File: config.mk
export PLATFORM = sky130hd
export DESIGN_NAME = regfile_wb_ctrl
export DESIGN_NICKNAME = d
export VERILOG_FILES = /design/src/rtl/regfile_pkg.sv /design/src/rtl/wb_scoreboard.sv /design/src/rtl/regfile_wb_ctrl.sv
export SDC_FILE = /design/constraint.sdc
export NUM_CORES = 1
export LEC_CHECK = 0
export ABC_AREA = 1
export CELL_PAD_IN_SITES_DETAIL_PLACEMENT = 1
export CELL_PAD_IN_SITES_GLOBAL_PLACEMENT = 1
export CORE_ASPECT_RATIO = 0.6
export CORE_MARGIN = 2
export CORE_UTILIZATION = 30
export CTS_BUF_LIST = sky130_fd_sc_hd__clkbuf_4
export CTS_CLUSTER_SIZE = 14
export DETAILED_ROUTE_END_ITERATION = 7
export PLACE_DENSITY_LB_ADDON = 0.05
export SLEW_MARGIN = 20
export SYNTH_ARGS = -nofsm -noshare
export SYNTH_HDL_FRONTEND = slang
export SYNTH_SLANG_ARGS = --single-unit
File: constraint.sdc
create_clock -name clk -period 2.8 [get_ports clk]
set_clock_uncertainty 0.1 [all_clocks]
set_input_delay 0.84 -clock clk [delete_from_list [all_inputs] [get_ports clk]]
set_output_delay 0.84 -clock clk [all_outputs]
set_load 0.05 [all_outputs]
File: src/rtl/regfile_pkg.sv
// Shared constants and helpers for the regfile writeback controller.
// Optional round-robin arbitration is enabled with REGFILE_WB_RR_EN.
package regfile_pkg;

  localparam int XLEN = 32;
  localparam int NREG = 32;
  localparam int AW   = 5;

  localparam logic SRC_ALU  = 1'b0;
  localparam logic SRC_LOAD = 1'b1;

  localparam logic [AW-1:0] ZERO_REG = '0;

  // A register being written this cycle is forwarded, so it is not a hazard.
  function automatic logic eff_busy(
    input logic [NREG-1:0] busy,
    input logic            we,
    input logic [AW-1:0]   wa,
    input logic [AW-1:0]   a
  );
    return busy[a] & ~(we & (wa == a));
  endfunction

endpackage

File: src/rtl/wb_scoreboard.sv
// Pending-destination scoreboard; produces the decode stall.
// Shared by both arbitration modes (REGFILE_WB_RR_EN).
module wb_scoreboard
  import regfile_pkg::*;
(
  input  logic          clk,
  input  logic          rst_n,
  input  logic          flush,
  input  logic          issue_valid,
  input  logic          issue_wb,
  input  logic [AW-1:0] issue_rd,
  input  logic [AW-1:0] rs1_addr,
  input  logic          rs1_use,
  input  logic [AW-1:0] rs2_addr,
  input  logic          rs2_use,
  input  logic          wr_en,
  input  logic [AW-1:0] wr_addr,
  output logic          stall
);

  logic [NREG-1:0] busy_q;
  logic [NREG-1:0] busy_d;
  logic            rs1_hz;
  logic            rs2_hz;
  logic            rd_hz;
  logic            issue_fire;

  always_comb begin
    rs1_hz = rs1_use & eff_busy(busy_q, wr_en, wr_addr, rs1_addr);
    rs2_hz = rs2_use & eff_busy(busy_q, wr_en, wr_addr, rs2_addr);
    rd_hz  = issue_valid & issue_wb
           & eff_busy(busy_q, wr_en, wr_addr, issue_rd);
    stall  = rs1_hz | rs2_hz | rd_hz;

    issue_fire = issue_valid & ~stall & issue_wb
               & (issue_rd != ZERO_REG) & ~flush;

    busy_d = busy_q;
    if (wr_en) busy_d[wr_addr] = 1'b0;
    // Set after clear: a new producer owns the register.
    if (issue_fire) busy_d[issue_rd] = 1'b1;
    if (flush) busy_d = '0;
    busy_d[0] = 1'b0;
  end

  always_ff @(posedge clk) begin
    if (!rst_n) busy_q <= '0;
    else        busy_q <= busy_d;
  end

endmodule

File: src/rtl/regfile_wb_ctrl.sv
// Regfile write-port arbiter (ALU vs load) with hazard scoreboard.
// REGFILE_WB_RR_EN selects round-robin on conflict; default is load priority.
module regfile_wb_ctrl
  import regfile_pkg::*;
(
  input  logic            clk,
  input  logic            rst_n,
  input  logic            s0_valid,
  input  logic [AW-1:0]   s0_rd,
  input  logic [XLEN-1:0] s0_data,
  output logic            s0_ready,
  input  logic            s1_valid,
  input  logic [AW-1:0]   s1_rd,
  input  logic [XLEN-1:0] s1_data,
  output logic            s1_ready,
  output logic [AW-1:0]   rd_addr,
  output logic [XLEN-1:0] w_data,
  output logic            w_en,
  input  logic            issue_valid,
  input  logic [AW-1:0]   issue_rd,
  input  logic            issue_wb,
  input  logic [AW-1:0]   rs1_addr,
  input  logic            rs1_use,
  input  logic [AW-1:0]   rs2_addr,
  input  logic            rs2_use,
  input  logic            flush,
  output logic            stall
);

  logic            gnt0;
  logic            gnt1;
  logic            contend;
  logic [AW-1:0]   sel_rd;
  logic [XLEN-1:0] sel_data;

  logic            w_en_q, w_en_d;
  logic [AW-1:0]   rd_addr_q, rd_addr_d;
  logic [XLEN-1:0] w_data_q, w_data_d;

`ifdef REGFILE_WB_RR_EN
  logic last_grant_q, last_grant_d;
`endif

  always_comb begin
    contend = s0_valid & s1_valid;
    gnt0    = s0_valid & ~s1_valid;
    gnt1    = s1_valid & ~s0_valid;
    if (contend) begin
`ifdef REGFILE_WB_RR_EN
      gnt1 = (last_grant_q == SRC_ALU);
      gnt0 = ~gnt1;
`else
      gnt1 = 1'b1;
`endif
    end
  end

  always_comb begin
    sel_rd   = gnt1 ? s1_rd : s0_rd;
    sel_data = gnt1 ? s1_data : s0_data;
    w_en_d   = (gnt0 | gnt1) & (sel_rd != ZERO_REG);
    rd_addr_d = w_en_d ? sel_rd : rd_addr_q;
    w_data_d  = w_en_d ? sel_data : w_data_q;
`ifdef REGFILE_WB_RR_EN
    last_grant_d = last_grant_q;
    if (contend) last_grant_d = gnt1 ? SRC_LOAD : SRC_ALU;
`endif
  end

  always_ff @(posedge clk) begin
    if (!rst_n) begin
      w_en_q    <= 1'b0;
      rd_addr_q <= '0;
      w_data_q  <= '0;
    end else begin
      w_en_q    <= w_en_d;
      rd_addr_q <= rd_addr_d;
      w_data_q  <= w_data_d;
    end
  end

`ifdef REGFILE_WB_RR_EN
  always_ff @(posedge clk) begin
    if (!rst_n) last_grant_q <= SRC_ALU;
    else        last_grant_q <= last_grant_d;
  end
`endif

  assign s0_ready = gnt0;
  assign s1_ready = gnt1;
  assign w_en     = w_en_q;
  assign rd_addr  = rd_addr_q;
  assign w_data   = w_data_q;

  wb_scoreboard u_sb (
    .clk         (clk),
    .rst_n       (rst_n),
    .flush       (flush),
    .issue_valid (issue_valid),
    .issue_wb    (issue_wb),
    .issue_rd    (issue_rd),
    .rs1_addr    (rs1_addr),
    .rs1_use     (rs1_use),
    .rs2_addr    (rs2_addr),
    .rs2_use     (rs2_use),
    .wr_en       (w_en_q),
    .wr_addr     (rd_addr_q),
    .stall       (stall)
  );

endmodule

==> out/summary.txt <==
result of the run: complete, but fails checks
failing checks: setup timing
global-route usage over all layers: 27.8%
floorplan row count: 34
R2R cell count: 14
CTS max path bufs: 2
synth top area cells: dfxtp_1 (31%), nand2_1 (16%), o21ai_0 (8.5%)
Max IR drop VDD: 220 uV
Initial Utilization: 30.8%
ys async rst share: 0%
highest metal used: met4
CP Data Required Time: 1.86 ns
Clock Latency Late Sink: 0.45 ns
Final HPWL DP: 16.6 mm
drc violations: 0
layout overhead on the synthesized area: 54.0%
Seq cells post-synth: 69
Die Y-Extent: 98.6 um
nets@finish: 1003
CTS tree: yes
crit end category: output port
Vias: 5811
first-pass GRT wire length: 34.3 mm
area leader, netlist: dfxtp_1
fin util: 47.4%
worst slew pin tran: 0.541 ns
post-synthesis cell type count: 23
vias per cell: 5.24
WL final: 21.8 mm
crit path DAT: 2.43 ns
Max-slew headroom: 63.8%
GP Congestion: 0.957
synthesized cell area: 4480 sq um
fillcell total: 1878
Register Area: 1380 sq um
TNS Setup: -0.575 ns
Max FO, Critical Path: 8
Horiz. Die Dim: 162 um
WL met3: 1.73 mm
crit path launch type: primary input
final hold viol count: 0
worst hold path stage count: 2
Final setup viols: 1
share of the synthesized area in the top cell type: 30.8%
pre-CTS WS: -1.06 ns
Post-synth EDFFs: 0
yosys warns: 0
FMAX: 296 MHz
minimum clock period: 3.37 ns
initial antenna violation count: 0
Final Max Tran Viols: 0
Clock Sinks: 69
CTS Root Cell: clkbuf_4
largest net degree at the start of global routing: 42
drt wl/cell: 19.7 um
Syn Area/Cell: 6.25 sq um
register area share after synthesis: 30.8%
share of layout cells above drive strength 1: 18.0%
Worst-path clk slew: 0.13 ns
Buffers on Ports: 138
core box area: 14500 sq um
Final period util: 121%
PwrDens: 409 nW/um^2
Post-Synthesis Cells: 716
vias in the first global route: 5938
syn nets: 814
die area: 16000 sq um
GRT Residual Overflow: 0
top_reg_cell synth: dfxtp_1
cell leakage power: 0.00282 uW
DRT iter0 DRCs: 405
Max Cap Viol: 0
unrepaired setup endpoints after global routing: true
boundary pin count: 139
M1 WL: 10.9 mm
final critical-path setup slack: -0.575 ns
Post-DRT Antenna Nets: 0
Hold Crit Class: reg2reg
multi-input logic area: 2630 sq um
H-tree depth: 3
DR WL met2: 9.01 mm
CTS Buf Count: 9
drt first pass iters: 5
crit path kind: in2out
-- area by class of cell --
cell class                 count  area share, %
multi-input combinational    533           38.2
timing repair buffer         221           31.7
sequential                    69           20.0
inverter                      71           4.08
tap                          198           3.59
clock inverter                 7           1.42
clock buffer                   9          0.980
antenna                        1         0.0363
-- synth_stat cells, drive strengths merged (2+ instances only) --
cell type,n
a21oi,38
dfxtp,69
a211oi,2
o21ai,83
o211ai,9
inv,70
nand3,91
nor2,63
nand2,192
o22ai,8
mux2i,3
a31oi,33
buf,24
clkbuf,19
nor3,10
-- cells in the final DEF, fill, tap and decap left out, types with 7 or more instances in the layout --
cell	Yosys	routed
a21oi_1	38	38
a31oi_1	33	33
buf_12	0	9
buf_4	2	69
buf_6	6	10
clkbuf_4	0	9
clkdlybuf4s50_1	0	116
dfxtp_1	69	69
dlygate4sd2_1	0	10
inv_1	66	59
inv_2	4	8
nand2_1	192	185
nand2_2	0	7
nand3_1	62	62
nand3_2	29	29
nor2_1	62	59
nor3_1	10	9
o211ai_1	9	9
o21ai_0	76	75
o22ai_1	8	8
-- logic make-up (layout without fill, tap and decap cells) --
kind of cell           Yosys count  count (layout)  share of synthesized area [%]
AND/OR/NAND/NOR                357             357                           36.2
AO/OA/AOI/OAI                  173             173                           21.1
buffers and inverters          114             308                           11.2
flip-flops                      69              69                           30.8
multiplexers                     3               3                          0.671
other                            0               1                              0
-- what timing repair did --
action | 4_1_cts | 5_1_grt
setup buffers | 7 | 0
gates resized for setup | 64 | 10
setup endpoints to repair | 32 | 2
hold buffers | 0 | 0
pin swaps | 17 | 10
cloned | 6 | 0
-- per-layer routing --
| layer | track usage (%) | vias to the layer above |
|---|---|---|
| met5 | 0 | - |
| met4 | 5.17 | 0 |
| met3 | 6.61 | 20 |
| met2 | 40.6 | 199 |
| met1 | 41.6 | 2829 |
| li1 | - | 2763 |
-- worst paths after layout --
path | from | to | slack (ns)
max | rs2_addr[1] | stall | -0.57
min | u_sb.busy_q[8]$_SDFF_PP0_ | u_sb.busy_q[8]$_SDFF_PP0_ | 0.41
max reg2reg | u_sb.busy_q[15]$_SDFF_PP0_ | u_sb.busy_q[2]$_SDFF_PP0_ | 0.20
min reg2reg | u_sb.busy_q[8]$_SDFF_PP0_ | u_sb.busy_q[8]$_SDFF_PP0_ | 0.41
-- power by group --
group	switching (uW)	internal (uW)
clock network	429	368
logic	561	398
registers	33.3	1030
total	1020	1800
-- worst max-delay path, stage by stage --
cell           delay, ns
dlygate4sd2_1       0.26
buf_6               0.14
buf_4               0.14
nand3_1             0.07
nand3_1             0.08
nand3_1             0.09
nand3_1             0.07
nand3_1             0.10
nand2_2             0.08
nor2_4              0.24
clkinvlp_4          0.15
buf_8               0.16
-- metrics by stage --
step | cell area (sq um) | instances | total power, uW | hold slack [ns]
global route | 6890 | 1108 | 2950 | 0.427
finish | 6900 | 1109 | 2820 | 0.407
CTS | 6870 | 1108 | 2830 | 0.409
global placement | 6490 | 1080 | 1980 | 0.371
detailed placement | 6490 | 1080 | 2000 | 0.389
floorplan | 4500 | 716 | 1570 | 0.354
-- flip-flops by register name (all words and copies together) (netlist names) --
register     count
u_sb.busy_q     31
w_en             1
w_data          32
rd_addr          5
No activity file was read; power rests on OpenSTA's default activity.
